$ cat src/rtl/store_buffer.sv
// store_buffer: posted-write FIFO between CPU stores and Memoria, with youngest-match load forwarding.
// Define STORE_BUF_COALESCE_EN to merge a push into a pending entry with the same word address.
module store_buffer #(
    parameter int DEPTH  = 4,
    parameter int ADDR_W = 32,
    parameter int DATA_W = 32
) (
    input  logic                     clk,
    input  logic                     reset,
    input  logic                     st_valid,
    output logic                     st_ready,
    input  logic [ADDR_W-1:0]        st_addr,
    input  logic [DATA_W-1:0]        st_data,
    input  logic [ADDR_W-1:0]        ld_addr,
    output logic                     ld_hit,
    output logic [DATA_W-1:0]        ld_data,
    input  logic                     mem_idle,
    output logic                     mem_wr,
    output logic [ADDR_W-1:0]        mem_addr,
    output logic [DATA_W-1:0]        mem_wd,
    output logic [$clog2(DEPTH):0]   count,
    output logic                     empty
);
    localparam int PW = $clog2(DEPTH);
    localparam int CW = PW + 1;

    logic [ADDR_W-1:0] addr_q [DEPTH];
    logic [ADDR_W-1:0] addr_d [DEPTH];
    logic [DATA_W-1:0] data_q [DEPTH];
    logic [DATA_W-1:0] data_d [DEPTH];
    logic [DEPTH-1:0]  valid_q, valid_d;
    logic [PW-1:0]     rd_ptr_q, rd_ptr_d, wr_ptr_q, wr_ptr_d, fwd_idx;
    logic [CW-1:0]     count_q, count_d;
    logic              full, drain, push, alloc, coal_hit;
    logic              unused_ok;

    assign unused_ok = ^ld_addr[1:0];

    always_comb begin
        full     = count_q == CW'(DEPTH);
        empty    = reset | (count_q == '0);
        count    = reset ? '0 : count_q;
        drain    = ~reset & mem_idle & (count_q != '0);
        mem_wr   = drain;
        mem_addr = (~reset & valid_q[rd_ptr_q]) ? addr_q[rd_ptr_q] : '0;
        mem_wd   = (~reset & valid_q[rd_ptr_q]) ? data_q[rd_ptr_q] : '0;
    end

    // Scan oldest to youngest so the last match seen is the youngest.
    always_comb begin
        ld_hit  = 1'b0;
        ld_data = '0;
        fwd_idx = '0;
        for (int i = 0; i < DEPTH; i++) begin
            fwd_idx = rd_ptr_q + PW'(i);
            if (!reset && valid_q[fwd_idx] && addr_q[fwd_idx][ADDR_W-1:2] == ld_addr[ADDR_W-1:2]) begin
                ld_hit  = 1'b1;
                ld_data = data_q[fwd_idx];
            end
        end
    end

`ifdef STORE_BUF_COALESCE_EN
    logic [PW-1:0] coal_idx;
    // The head leaving this cycle cannot absorb a merge; the push then allocates.
    always_comb begin
        coal_hit = 1'b0;
        coal_idx = '0;
        for (int i = 0; i < DEPTH; i++) begin
            if (valid_q[i] && addr_q[i][ADDR_W-1:2] == st_addr[ADDR_W-1:2] && !(drain && PW'(i) == rd_ptr_q)) begin
                coal_hit = 1'b1;
                coal_idx = PW'(i);
            end
        end
    end
`else
    assign coal_hit = 1'b0;
`endif

    always_comb begin
        st_ready = reset | ~full | coal_hit;
        push     = ~reset & st_valid & st_ready;
        alloc    = push & ~coal_hit;
        addr_d   = addr_q;
        data_d   = data_q;
        valid_d  = valid_q;
        rd_ptr_d = drain ? rd_ptr_q + 1'b1 : rd_ptr_q;
        wr_ptr_d = alloc ? wr_ptr_q + 1'b1 : wr_ptr_q;
        count_d  = count_q + CW'(alloc) - CW'(drain);
        if (drain)
            valid_d[rd_ptr_q] = 1'b0;
        if (alloc) begin
            addr_d[wr_ptr_q]  = st_addr;
            data_d[wr_ptr_q]  = st_data;
            valid_d[wr_ptr_q] = 1'b1;
        end
`ifdef STORE_BUF_COALESCE_EN
        if (push && coal_hit)
            data_d[coal_idx] = st_data;
`endif
    end

    always_ff @(posedge clk) begin
        if (reset) begin
            valid_q  <= '0;
            rd_ptr_q <= '0;
            wr_ptr_q <= '0;
            count_q  <= '0;
        end else begin
            valid_q  <= valid_d;
            rd_ptr_q <= rd_ptr_d;
            wr_ptr_q <= wr_ptr_d;
            count_q  <= count_d;
        end
    end

    always_ff @(posedge clk) begin
        addr_q <= addr_d;
        data_q <= data_d;
    end
endmodule
$ cat config.mk
export PLATFORM = sky130hd
export DESIGN_NAME = store_buffer
export DESIGN_NICKNAME = d
export VERILOG_FILES = /design/src/rtl/store_buffer.sv
export SDC_FILE = /design/constraint.sdc
export NUM_CORES = 1
export LEC_CHECK = 0
export BUFFER_PORTS_ARGS = -buffer_cell sky130_fd_sc_hd__buf_2
export CORE_MARGIN = 5
export CORE_UTILIZATION = 64
export CTS_CLUSTER_DIAMETER = 200
export DETAILED_ROUTE_END_ITERATION = 8
export PLACE_DENSITY = 0.91
export SLEW_MARGIN = 20
export SYNTH_ARGS = -nofsm -noshare
export SYNTH_HDL_FRONTEND = slang
export SYNTH_SLANG_ARGS = --single-unit
$ cat constraint.sdc
create_clock -name clk -period 8.5 [get_ports clk]
set_clock_uncertainty 0.15 [all_clocks]
set_input_delay 0.85 -clock clk [delete_from_list [all_inputs] [get_ports clk]]
set_output_delay 0.85 -clock clk [all_outputs]
set_load 0.05 [all_outputs]
==> metrics <==
outcome completed; max cap viols 0; final weighted congestion in routability-driven placement 1.03; largest net degree at the start of global routing 142; H-tree levels 1; number of port buffers 200; Final Slew Violations 0; Worst R2R Setup Slack 5.63 ns; layout cell share with drive strength beyond 1 0.261; Mean Syn Cell Area 11.3 µm²; die height 175 µm; Yosys warnings 0; CP startpoint kind flip-flop; CTS buffer count 28; row count 60; RR Startpoint count_q[1]; Syn Std Cell Area approximately 17,000 µm²; classification of the worst-slack hold path in2reg; setup TNS 0 ns; fin nets 1,767; die area 30,700 µm²; Final Power about 0.0045 W; FF+latch area 7920 µm²; static leakage power 6.56 nW; FF+latch count, synth 267; clk_lat worst skew ~0.55 ns; HPWL Detailed roughly 33 mm; Tmin final 7.52 ns; Layout area overhead 10.6%; global-route wire length before repair 77.0 mm; vias approximately 14,000; synthesized instance count about 1,500; Initial Util 0.649; Hold Buf Count CTS 0; fillers 1,814; Seq/Total Area, Yosys 0.452; Worst VDD drop 0.204 mV; Hold Fails Final Rpt 0; Post-synth top flop edfxtp_1; actual slew at the worst max-slew pin 1.11 ns; maximum clock insertion buffer count 3; drt wl/cell 24.8 µm; Resized cells post-CTS 0; total gr overflow 0; FFs w/ async S/R, synth 0; Routed WL 50.3 mm; P per Cell Area 233 nW/µm²; worst setup path end ld_data[13]; GRT Util Overall 0.318; Post-synth EDFFs 256; RSZ-0062 raised after global routing no; clk slew on worst S/H paths 0.06 ns; CTS tree done; Critical path origin rd_ptr_q[0]; total clock sinks 267; Rel. slew slack 0.261; initial antenna violation count 8; post-synth net total 1,656; worst path required time between 7 and 8 ns; DRC viols 0; DP Area 18,300 µm²; CP Max Fanout 58; crit end category output port; Detailed Routing Iterations Pass 1 7; vias in the first global route 13,676; CP Class reg2out; Final Cycle Share 0.884; Final setup viols 0; CP arrival 6.52 ns; Worst R2R End count_q[2]; multi-input logic area 8800 µm²; worst reg2reg path depth 11; chip width 175 µm; postcts setup bufs 0; Final Util 0.718; Initial DRC Count 1,951; Yosys cell types 73; DR vias/cell 6.88; Routed Antenna Nets 0; Finished Cell Area 19,300 µm²; root buf cell clkbuf_16; CORE AREA 27,000 µm²; I/O Pins 203; fmax 133 MHz
-- worst max-delay path, stage by stage, from the launching register on --
cell,delay [ns]
dfxtp_4,0.91
inv_1,0.36
ha_4,0.79
buf_4,0.42
mux4_2,0.56
xnor2_1,0.41
nand4_1,0.15
nor3_1,0.19
o2111a_2,0.67
buf_4,0.47
mux2i_1,0.30
nand3_1,0.12
a22oi_2,0.23
buf_2,0.30
-- report_power, final --
part           leakage [nW]  switching, W  internal (W)
Clock                 0.474      0.000519      0.000752
Sequential             2.42     0.0000747       0.00151
Combinational          3.67       0.00103      0.000616
-- area by class of cell --
type,instances,share of cell area
clock inverter,18,0.0111
timing repair buffer,216,0.0600
clock buffer,33,0.0387
multi-input combinational,1127,0.455
antenna,7,0.000906
sequential,267,0.409
inverter,16,0.00310
tap,341,0.0221
-- kinds of logic (layout without fill, tap and decap cells) --
family / Yosys count / in the layout / share of synthesized area
adder cells (fa/ha/maj): 11 / 11 / 0.00830
multiplexers: 324 / 324 / 0.223
AND/OR/NAND/NOR: 381 / 381 / 0.102
flip-flops: 267 / 267 / 0.452
XOR/XNOR: 96 / 96 / 0.0481
AO/OA/AOI/OAI: 315 / 315 / 0.119
other: 0 / 7 / 0
buffers and inverters: 151 / 283 / 0.0475
-- metal layers --
metal / global-route usage / vias up / routed length, µm
met5: 0 / - / 27
met4: 0.122 / 4 / 2010
met3: 0.0568 / 172 / 5730
met2: 0.509 / 995 / 23400
met1: 0.436 / 6699 / 19100
li1: - / 6058 / -
-- synth_stat cells, types with 4 or more instances --
master	instances	share of area
and2_1	14	0.0050
xnor2_1	73	0.037
nand2_1	148	0.032
a22oi_1	12	0.0052
nor2_1	97	0.021
clkbuf_1	64	0.014
a22oi_2	24	0.017
o221ai_1	7	0.0035
nand3_1	31	0.0089
xor2_1	23	0.012
o211ai_1	6	0.0026
buf_6	19	0.012
nand2b_1	4	0.0014
a21oi_1	83	0.024
inv_1	15	0.0032
a31oi_1	4	0.0014
dfxtp_1	11	0.013
a211oi_1	7	0.0030
o21ai_0	109	0.031
a2111oi_0	7	0.0035
o22ai_1	12	0.0043
and3_1	23	0.0082
nor3_1	6	0.0017
nand3_2	10	0.0057
nor2b_1	9	0.0032
edfxtp_1	256	0.44
mux2i_1	199	0.11
mux4_2	42	0.054
buf_1	17	0.0036
a2bb2oi_1	4	0.0020
o2bb2ai_1	4	0.0020
mux2_2	78	0.050
a31o_2	4	0.0020
buf_4	5	0.0021
nor4_1	12	0.0043
nand4_1	12	0.0043
buf_2	25	0.0072
ha_1	10	0.0072
-- worst min path at each step --
stage,start,to,slack (ns),cells after the start
6_report,st_data[23],data_q[23],0.34,1
5_1_grt,st_data[26],data_q[26],0.33,1
4_1_cts,st_data[20],data_q[20],0.33,1
3_5_place_dp,wr_ptr_q[1],wr_ptr_q[1],0.34,2
3_3_place_gp,wr_ptr_q[1],wr_ptr_q[1],0.33,2
2_1_floorplan,wr_ptr_q[1],wr_ptr_q[1],0.32,2
-- state kept, by name (all words and copies together) (netlist names) --
register,flops
wr_ptr_q,2
data_q,128
rd_ptr_q,2
valid_q,4
addr_q,128
count_q,3
-- through the flow --
stage | hold slack, ns | instances | setup slack (ns)
finish | 0.341 | 2025 | 0.982
global route | 0.327 | 2024 | 0.783
CTS | 0.326 | 2017 | 1.13
detailed placement | 0.341 | 1966 | 1.74
global placement | 0.329 | 1966 | 1.82
floorplan | 0.319 | 1545 | 2.65
-- cells in the final DEF (no fill, tap or decap), types with 6 or more instances in the layout --
cell	instances
edfxtp_1	256
buf_2	200
mux2i_1	199
nand2_1	148
o21ai_0	109
nor2_1	97
a21oi_1	83
mux2_2	78
xnor2_1	73
mux4_2	42
nand3_1	31
clkbuf_16	28
a22oi_2	24
xor2_1	23
and3_1	23
inv_1	15
nor4_1	12
o22ai_1	12
nand4_1	12
a22oi_1	12
buf_4	12
and2_1	10
nand3_2	10
nor2b_1	9
ha_1	9
dfxtp_1	9
diode_2	7
a2111oi_0	7
o221ai_1	7
a211oi_1	7
nor3_1	6
o211ai_1	6
clkinv_1	6
Power figures use the tool's default switching activity.
